## src/rtl/logic_op_pipe_if.sv

```systemverilog
// ---------------------------------------------------------------------------
// logic_op_pipe_if
//   Handshake bundle for logic_op_pipe: an upstream operand push channel and a
//   downstream result channel, plus FIFO occupancy.
//
//   Signals:
//     in_valid  / in_ready   upstream valid/ready
//     in1, in2               WIDTH-bit operands
//     op                     2-bit function select (00 AND, 01 OR, 10 XOR, 11 NOR)
//     out_valid / out_ready  downstream valid/ready
//     out                    registered result
//     out_zero               registered flag, out == 0
//     count                  FIFO occupancy, 0..DEPTH
//     out_parity             XOR-reduce of out (only with LOGIC_OP_PIPE_PARITY_EN)
//
//   Modports:
//     master  producer/consumer side (drives operands and out_ready)
//     slave   the pipe itself
//
//   Optional feature macro: LOGIC_OP_PIPE_PARITY_EN
// ---------------------------------------------------------------------------
interface logic_op_pipe_if #(
    parameter int WIDTH = 32,
    parameter int DEPTH = 2
);
    localparam int CW = $clog2(DEPTH) + 1;

    logic             in_valid;
    logic             in_ready;
    logic [WIDTH-1:0] in1;
    logic [WIDTH-1:0] in2;
    logic [1:0]       op;
    logic             out_valid;
    logic             out_ready;
    logic [WIDTH-1:0] out;
    logic             out_zero;
    logic [CW-1:0]    count;
`ifdef LOGIC_OP_PIPE_PARITY_EN
    logic             out_parity;
`endif

    modport master (
        output in_valid, in1, in2, op, out_ready,
        input  in_ready, out_valid, out, out_zero, count
`ifdef LOGIC_OP_PIPE_PARITY_EN
        , input out_parity
`endif
    );

    modport slave (
        input  in_valid, in1, in2, op, out_ready,
        output in_ready, out_valid, out, out_zero, count
`ifdef LOGIC_OP_PIPE_PARITY_EN
        , output out_parity
`endif
    );
endinterface

```

## src/rtl/logic_op_pipe.sv

```systemverilog
// ---------------------------------------------------------------------------
// logic_op_pipe
//   Buffered, handshaked bitwise logic stage. Operand pairs plus an op code are
//   queued in a small FIFO; the head entry is evaluated and captured in an
//   output register that is drained under valid/ready flow control.
//
//   Ports:
//     clk    rising-edge clock
//     reset  asynchronous, active-high reset
//     bus    logic_op_pipe_if.slave (operand push, result pop, occupancy)
//
//   Parameters:
//     WIDTH  operand/result width
//     DEPTH  FIFO entries, 2 or 4
//
//   Optional feature macro: LOGIC_OP_PIPE_PARITY_EN adds bus.out_parity, the
//   XOR-reduce of the registered result.
// ---------------------------------------------------------------------------
module logic_op_pipe #(
    parameter int WIDTH = 32,
    parameter int DEPTH = 2
) (
    input  logic          clk,
    input  logic          reset,
    logic_op_pipe_if.slave bus
);
    localparam int AW = $clog2(DEPTH);
    localparam int CW = AW + 1;
    localparam logic [CW-1:0] FULL = CW'(DEPTH);

    typedef enum logic [1:0] {
        OP_AND = 2'b00,
        OP_OR  = 2'b01,
        OP_XOR = 2'b10,
        OP_NOR = 2'b11
    } op_e;

    // FIFO storage
    logic [WIDTH-1:0] r_mem_in1 [DEPTH];
    logic [WIDTH-1:0] r_mem_in2 [DEPTH];
    op_e              r_mem_op  [DEPTH];

    logic [AW-1:0]    r_wr_ptr;
    logic [AW-1:0]    r_rd_ptr;
    logic [CW-1:0]    r_count;

    // Output register
    logic             r_out_valid;
    logic [WIDTH-1:0] r_out;
    logic             r_out_zero;
`ifdef LOGIC_OP_PIPE_PARITY_EN
    logic             r_out_parity;
`endif

    logic             w_in_ready;
    logic             w_push;
    logic             w_load;
    logic [WIDTH-1:0] w_result;

    // No pass-through when full: a same-cycle pop does not open in_ready.
    assign w_in_ready = !reset && (r_count != FULL);
    assign w_push     = bus.in_valid && w_in_ready;
    assign w_load     = (r_count != '0) && (!r_out_valid || bus.out_ready);

    // NOTE: every variable assigned in always_comb gets a default first so no
    // path can leave it unassigned and infer a latch.
    always_comb begin
        w_result = '0;
        case (r_mem_op[r_rd_ptr])
            OP_AND:  w_result =   r_mem_in1[r_rd_ptr] & r_mem_in2[r_rd_ptr];
            OP_OR:   w_result =   r_mem_in1[r_rd_ptr] | r_mem_in2[r_rd_ptr];
            OP_XOR:  w_result =   r_mem_in1[r_rd_ptr] ^ r_mem_in2[r_rd_ptr];
            OP_NOR:  w_result = ~(r_mem_in1[r_rd_ptr] | r_mem_in2[r_rd_ptr]);
            default: w_result = '0;
        endcase
    end

    // NOTE: the storage array has no reset; entries are only ever read once
    // count says they were written, so clearing them would buy nothing.
    always_ff @(posedge clk) begin
        if (w_push) begin
            r_mem_in1[r_wr_ptr] <= bus.in1;
            r_mem_in2[r_wr_ptr] <= bus.in2;
            r_mem_op[r_wr_ptr]  <= op_e'(bus.op);
        end
    end

    // NOTE: sequential state uses non-blocking assignments so every register
    // samples pre-edge values regardless of statement order.
    always_ff @(posedge clk or posedge reset) begin
        if (reset) begin
            r_wr_ptr <= '0;
            r_rd_ptr <= '0;
            r_count  <= '0;
        end else begin
            if (w_push) r_wr_ptr <= r_wr_ptr + 1'b1;
            if (w_load) r_rd_ptr <= r_rd_ptr + 1'b1;
            case ({w_push, w_load})
                2'b10:   r_count <= r_count + 1'b1;
                2'b01:   r_count <= r_count - 1'b1;
                default: r_count <= r_count;
            endcase
        end
    end

    always_ff @(posedge clk or posedge reset) begin
        if (reset) begin
            r_out_valid  <= 1'b0;
            r_out        <= '0;
            r_out_zero   <= 1'b0;
`ifdef LOGIC_OP_PIPE_PARITY_EN
            r_out_parity <= 1'b0;
`endif
        end else if (w_load) begin
            r_out_valid  <= 1'b1;
            r_out        <= w_result;
            r_out_zero   <= (w_result == '0);
`ifdef LOGIC_OP_PIPE_PARITY_EN
            r_out_parity <= ^w_result;
`endif
        end else if (bus.out_ready) begin
            // Consumed with nothing to replace it; out keeps its last value.
            r_out_valid  <= 1'b0;
        end
    end

    assign bus.in_ready  = w_in_ready;
    assign bus.out_valid = r_out_valid;
    assign bus.out       = r_out;
    assign bus.out_zero  = r_out_zero;
    assign bus.count     = r_count;
`ifdef LOGIC_OP_PIPE_PARITY_EN
    assign bus.out_parity = r_out_parity;
`endif
endmodule

```

## src/flat_wrapper.sv

```systemverilog
// flat-port wrapper written by rule: the top's interface ports become plain ports
module logic_op_pipe_flat 
#(
    parameter int WIDTH = 32,
    parameter int DEPTH = 2
)
  (clk, reset, bus_in_valid, bus_in1, bus_in2, bus_op, bus_out_ready, bus_in_ready, bus_out_valid, bus_out, bus_out_zero, bus_count);
  logic_op_pipe_if #(.WIDTH(WIDTH), .DEPTH(DEPTH)) bus_i ();
  input  logic clk;
  input  logic reset;
  input wire logic [$bits(bus_i.in_valid)-1:0] bus_in_valid;
  input wire logic [$bits(bus_i.in1)-1:0] bus_in1;
  input wire logic [$bits(bus_i.in2)-1:0] bus_in2;
  input wire logic [$bits(bus_i.op)-1:0] bus_op;
  input wire logic [$bits(bus_i.out_ready)-1:0] bus_out_ready;
  output wire logic [$bits(bus_i.in_ready)-1:0] bus_in_ready;
  output wire logic [$bits(bus_i.out_valid)-1:0] bus_out_valid;
  output wire logic [$bits(bus_i.out)-1:0] bus_out;
  output wire logic [$bits(bus_i.out_zero)-1:0] bus_out_zero;
  output wire logic [$bits(bus_i.count)-1:0] bus_count;
  assign bus_i.in_valid = bus_in_valid;
  assign bus_i.in1 = bus_in1;
  assign bus_i.in2 = bus_in2;
  assign bus_i.op = bus_op;
  assign bus_i.out_ready = bus_out_ready;
  assign bus_in_ready = bus_i.in_ready;
  assign bus_out_valid = bus_i.out_valid;
  assign bus_out = bus_i.out;
  assign bus_out_zero = bus_i.out_zero;
  assign bus_count = bus_i.count;
  logic_op_pipe #(.WIDTH(WIDTH), .DEPTH(DEPTH)) u_core (.clk(clk), .reset(reset), .bus(bus_i));
endmodule
```

## config.mk

```make
export PLATFORM = sky130hd
export DESIGN_NAME = logic_op_pipe_flat
export DESIGN_NICKNAME = d
export VERILOG_FILES = /design/src/rtl/logic_op_pipe_if.sv /design/src/rtl/logic_op_pipe.sv /design/src/flat_wrapper.sv
export SDC_FILE = /design/constraint.sdc
export NUM_CORES = 1
export LEC_CHECK = 0
export ABC_AREA = 1
export BUFFER_PORTS_ARGS = -buffer_cell sky130_fd_sc_hd__buf_2
export CORE_MARGIN = 2
export CORE_UTILIZATION = 43
export DETAILED_ROUTE_END_ITERATION = 8
export HOLD_SLACK_MARGIN = 0.12
export PLACE_DENSITY = 0.7
export SLEW_MARGIN = 20
export SYNTH_ARGS = -nofsm -noshare
export SYNTH_HDL_FRONTEND = slang
export SYNTH_SLANG_ARGS = --single-unit
export TNS_END_PERCENT = 20
```

## constraint.sdc

```tcl
create_clock -name clk -period 3.8 [get_ports clk]
set_input_delay 0.57 -clock clk [delete_from_list [all_inputs] [get_ports clk]]
set_output_delay 0.57 -clock clk [all_outputs]
set_load 0.005 [all_outputs]
```

# Word level (Yosys, flattened, before mapping)
# Memories as Yosys holds them, arrays and structs flattened.
# Index checks and enable logic that the tools add are counted.
[word_totals]
regBits = 38
ram_bits = 132
input_bits = 70
out_inout_bits = 37
wordCells = 40
mem_count = 3
[memory_table]
columns = ["memory", "words", "width", "read_ports", "rd_ports_with_merged_regs", "write_ports", "line_no", "rtl"]
rows = [
  ["u_core.r_mem_in1", 2, 32, 1, 0, 1, "logic_op_pipe.sv:39", "logic [WIDTH-1:0] r_mem_in1 [DEPTH];"],
  ["u_core.r_mem_in2", 2, 32, 1, 0, 1, "logic_op_pipe.sv:40", "logic [WIDTH-1:0] r_mem_in2 [DEPTH];"],
  ["u_core.r_mem_op", 2, 2, 1, 0, 1, "logic_op_pipe.sv:41", "op_e r_mem_op [DEPTH];"],
]
[classes]
addsub = 4
eq_ne = 6
muxes = 6
bitwise = 4
n_reduce_logical = 11
[op_table]
columns = ["cell", "count"]
rows = [
  ["$pmux 32 s4", 1],
  ["$and 32x32->32", 1],
  ["$logic_not 32->1", 1],
  ["$not 32->32", 1],
  ["$or 32x32->32", 1],
  ["$xor 32x32->32", 1],
  ["$eq 2x2->1 const B", 3],
  ["$reduce_bool 2->1", 3],
  ["$eq 2x1->1 const B", 2],
  ["$mux 1", 4],
  ["$pmux 2 s2", 1],
  ["$logic_and 1x1->1", 3],
  ["$add 1x1->1 const B", 2],
  ["$add 2x1->2 const B", 1],
  ["$logic_not 1->1", 2],
  ["$logic_not 2->1", 1],
  ["$ne 2x2->1 const B", 1],
  ["$sub 2x1->2 const B", 1],
  ["$logic_or 1x1->1", 1],
]

# Logic depth before layout (Yosys ltp)
[logic_depth]
ltp_word = 5
depth_mapped = 18
depth_no_buf = 15

# Worst setup path after synthesis
# OpenSTA, ideal clock, no wires.
[synth_path]
path_kind = "input port to flip-flop"
from = "in reset"
to = "mem u_core.r_mem_in1[0][0], enable pin"
setup_ns = 0.491
arrival_ns = 3.667
required_time_ns = 3.309
setup_slack_ns = -0.358
stages = 3
path_buffers = 0
cell_sequence = "a21oi_1 nand2_1 nor2_1"
[synth_via]
elab_chain_cells = 5
[synth_rtl]
columns = ["element", "line_no", "rtl"]
rows = [
  ["start, declared", "flat_wrapper.sv:10", "input logic reset;"],
  ["$logic_not 1->1 (no source line)", "n/a", ""],
  ["$logic_and 1x1->1", "logic_op_pipe.sv:61", "assign w_in_ready = !reset && (r_count != FULL);"],
  ["$logic_and 1x1->1", "logic_op_pipe.sv:62", "assign w_push = bus.in_valid && w_in_ready;"],
  ["$mux 1", "logic_op_pipe.sv:81", "if (w_push) begin"],
  ["$mux 1 (implied by the code)", "logic_op_pipe.sv:82", "r_mem_in1[r_wr_ptr] <= bus.in1;"],
  ["end, declared", "logic_op_pipe.sv:39", ""],
]
# Every way passes these cells.

# Worst setup path after layout
[layout_path]
from = "reg u_core.r_rd_ptr"
to = "reg u_core.r_out_zero (netlist: u_core.bus.out_zero)"
[layout_via]
elab_chain_cells = 5
word_cells_on_any_way = 13
classes_between = "3 x eq/ne; 1 x mux; 4 x bitwise; 2 x reduce/logical; 3 x memory"
[layout_rtl]
columns = ["element", "line_no", "rtl"]
rows = [
  ["start, declared", "logic_op_pipe.sv:44", "logic [AW-1:0] r_rd_ptr;"],
  ["start signal, assigned", "logic_op_pipe.sv:97", "if (w_load) r_rd_ptr <= r_rd_ptr + 1'b1;"],
  ["$mem_v2 2x32 (on tied branches)", "n/a", ""],
  ["$or 32x32->32", "logic_op_pipe.sv:71, logic_op_pipe.sv:73", ""],
  ["$not 32->32", "logic_op_pipe.sv:73", "OP_NOR: w_result = ~(r_mem_in1[r_rd_ptr] | r_mem_in2[r_rd_ptr]);"],
  ["$pmux 32 s4 (*)", "logic_op_pipe.sv:69", "case (r_mem_op[r_rd_ptr])"],
  ["$logic_not 32->1 (*)", "logic_op_pipe.sv:117", "r_out_zero <= (w_result == '0);"],
  ["end signal, assigned", "logic_op_pipe.sv:117", ""],
  ["end, declared", "logic_op_pipe.sv:50", "logic r_out_zero;"],
]
# Mark *: on every way between the ends. The rest lies on a longest branch, timed or not.
# A chain may end at the register's enable or synchronous reset.

==> results by stage <==
Logic synthesis:
- Summing the areas of all compound-gate instances in the mapped netlist gives about 7.7% of the synthesized area.
- Synthesis inferred between 150 and 200 register bits.
- The post-synthesis adder-cell area fraction is 9.26%.
- The synthesized netlist devotes less than 1% of its cell area to XOR and XNOR gates.
- The average cell area after synthesis is 9.73 sq um.
- The share of synthesized area spent on multiplexers is 0%.
- The netlist uses 24 different library cells.
- The synthesized netlist devotes 17.9% of its cell area to simple gates.
- After synthesis, the largest family of logic cells by area is simple AND/OR/NAND/NOR gates.
- During synthesis, Yosys emitted a total of 0 warnings.
- After technology mapping, the gate count stands at around 900.
- The mapped netlist covers slightly below 9000 sq um.
- The total nets after synthesis is approximately 1000.
- The sequential cell area fraction in the yosys report is 55.9%.

Clock tree:
- The maximum buffer depth of the clock tree is 2.
- The number of levels the H-tree was split into is 4.
- The post-CTS clock slew at the launch and capture registers of the worst setup and hold paths is roughly 0.060 ns.
- The CTS tree is done.
- The worst-skew pair later-pin latency is around 0.43 ns.
- Counting every sink on the clock net gives 170.
- The number of buffers added for setup after CTS is 0.
- The tree is rooted in a clkbuf_16.
- The number of hold buffers added after CTS is 0.
- The post-cts repair resize count is 0.
- Buffers inserted during clock tree synthesis total 17.

Run:
- Across the run, the number of max-cap violations was 0.

Timing:
- The slew at the pin closest to its max-slew limit is 0.931 ns.
- The final critical path takes up around 80% of the cycle.
- Clock skew on the completed layout was measured at about 0.011 ns.
- Timing would allow up to around 340 MHz.
- The worst path needs ~3.0 ns of the cycle, external delays included.
- Setup repair after global routing left no endpoint under its margin.
- The number of pins exceeding their max-slew limit in the final report is 0.
- The max-slew headroom at the worst pin is between 30% and 40%.
- The worst setup margin is 0.839 ns.
- The number of setup violations in the final report is 0.
- The total count of hold-check failures in the final report is 0.

Layout:
- Cells fill between 50% and 60% of the core in the end.
- The top cell types in the final layout, fill and taps aside, are nand2_1 (164), inv_1 (149), edfxtp_1 (132).
- In the final design database the tool counted 1134 nets.
- The area growth from synthesis to layout is 15.2%.
- Leaving out filler cells and counting taps, the final layout contains 1282.
- The layout has between 1500 and 2000 filler cells.
- The finished layout cell area is ~10000 sq um.
- The leading cell type in the layout, fill and taps excluded is nand2_1.
- The count of antenna diodes in the layout is 0.
- The layout cell share with drive strength beyond 1 is approximately 22%.

Setup path:
- STA classifies the critical path endpoint as a flip-flop.
- The critical path is of the flip-flop to flip-flop type.
- The data required time of the critical path is roughly 4.2 ns.
- In this run the worst path has a maximum fanout of 67.
- The startpoint type of the worst setup path is a flip-flop.
- The critical path arrival is roughly 3.3 ns.

Pwr:
- The share of power burned in combinational logic is about 45%.
- The sum of internal, switching and leakage power is 7780 uW.
- The largest voltage drop on the vdd net is 0.373 mV.
- The switching portion of total power is between 40% and 50%.
- Dividing total power by cell area gives a power density of a little under 800 nW/um^2.
- In this run, flip-flops and latches consume about a third of the power.
- The internal power of the cells totals about 4600 uW.
- For this design the total switching power over the nets is approximately 3200 uW.
- In this run the static leakage power is approximately 0.0045 uW.
- The clock network accounts for between 20% and 30% of the total power.

Drt:
- The count of antenna-violating nets left after detailed routing is 0.
- The DRC violations left is 0.
- The length of the first detailed-routing pass in iterations is 5.
- The wire length reported by the detailed router is a little under 20000 um.
- The detail-routed net length per standard cell is 15.2 um.
- The vias per cell is between 4 and 5.
- The count of vias placed by the detailed router is approximately 6300.
- After the first detailed-routing iteration, the DRC count stood at around 370.

Place:
- The final HPWL from detailed placement is between 10000 and 15000 um.
- The number of cells after detailed placement is roughly 1200.
- The routability-driven placement congestion ratio is slightly above 0.8.
- During placement, the flow inserted port buffers numbering about 110.
- The setup slack at placement is about 0.81 ns.
- The placed instances occupy a cell area of roughly 9600 sq um.

Die:
- The I/O pin count is between 100 and 150.
- The die boundary height is around 150 um.
- The total die area is about 22000 sq um.
- The area of the core is slightly above 20000 sq um.
- For this configuration, the core starts out at a cell density of a little over two fifths.
- The count of standard-cell rows is 52.
- The horizontal die dimension is 147 um.

Global routing:
- The number of antenna violations at the first check in global routing was 0.
- Global routing finished with a remaining overflow of 0.
- The global-route wire length before repair is between 30000 and 40000 um.
- The maximum number of pins on one net before global-route repair is 68.
- The via count of the first global-routing pass was around 6300.
- The overall global routing resource usage is 18.9%.

Min path:
- The path category of the worst min-delay check is primary input to async pin.

Outcome:
- The run finished with clean final reports.
[worst max-delay path, stage by stage (launching register included)]
cell     delay [ns]
dfrtp_2        0.59
inv_4          0.52
nand2_1        0.18
nand2_4        0.18
nand2_2        0.43
or2_1          0.39
nand2_1        0.09
nand2_1        0.07
nor2_1         0.13
nand2_1        0.07
nor2_1         0.11
nand2_1        0.06
nand2_1        0.05
[power groups by stage]
stage / clock (uW) / sequential (uW) / combinational (uW)
global placement: 0 / 2690 / 3390
floorplan: 0 / 2620 / 2530
global route: 1700 / 2690 / 4100
CTS: 1620 / 2660 / 3510
finish: 1600 / 2660 / 3520
detailed placement: 0 / 2700 / 3490
[synthesized netlist by cell type, drive strengths merged]
| master | count | share of area, % |
|---|---|---|
| nand3 | 49 | 2.8 |
| clkbuf | 21 | 0.90 |
| xnor2 | 1 | 0.10 |
| nand2 | 169 | 7.5 |
| nand3b | 12 | 1.0 |
| dfrtp | 38 | 11 |
| inv | 151 | 6.5 |
| ha | 65 | 9.3 |
| buf | 19 | 1.4 |
| or2 | 65 | 4.6 |
| o21ai | 99 | 5.8 |
| clkinv | 1 | 0.043 |
| xor2 | 3 | 0.30 |
| a21oi | 33 | 1.9 |
| nor2 | 45 | 1.9 |
| edfxtp | 132 | 45 |
[flip-flops by register name, summed over array words and instances (netlist names), 2 cells and up]
| name | cells |
|---|---|
| u_core.bus.count | 2 |
| u_core.bus.out | 32 |
| u_core.r_mem_in1 | 64 |
| u_core.r_mem_in2 | 64 |
| u_core.r_mem_op | 4 |
[worst paths after layout]
path                                    start                       to  slack, ns  depth (start not counted)
setup / recovery              u_core.r_rd_ptr      u_core.bus.out_zero       0.84                         12
hold / removal                          reset      u_core.bus.count[0]       0.26                          3
setup reg to reg              u_core.r_rd_ptr      u_core.bus.out_zero       0.84                         12
hold reg to reg            u_core.bus.out[27]       u_core.bus.out[27]       0.48                          2
max in group asynchronous               reset          u_core.r_rd_ptr       3.13                          3
min in group clk                  bus_in1[30]  u_core.r_mem_in1[0][30]       0.32                          1
[kinds of logic (layout without fill, tap and decap cells)]
family / count (synthesis) / count (layout)
adders and majority gates: 65 / 65
xor gates and xnor gates: 4 / 4
DFF: 170 / 170
buffers and inverters: 192 / 301
and+or+nand+nor: 340 / 340
AOI/OAI and AO/OA: 132 / 132
[metal layers]
layer	wire [um]	global-route usage, %
met4	361	6.63
met3	1260	4.63
met5	0	0
met2	9270	31.8
met1	8580	23.9
[cell type report]
class | instances | area (sq um) | share of cell area, %
Sequential cell | 170 | 4920 | 48.6
Multi-Input combinational cell | 541 | 3110 | 30.7
Timing Repair Buffer | 117 | 646 | 6.38
Inverter | 152 | 573 | 5.66
Clock buffer | 20 | 437 | 4.31
Tap cell | 270 | 338 | 3.34
Clock inverter | 12 | 103 | 1.01
[per-stage QoR]
step	TNS [ns]	hold WS, ns
global placement	0	0.468
global route	0	0.309
detailed placement	0	0.470
finish	0	0.265
CTS	0	0.279
floorplan	-47.25	0.472
(Power assumes the default switching activity.)
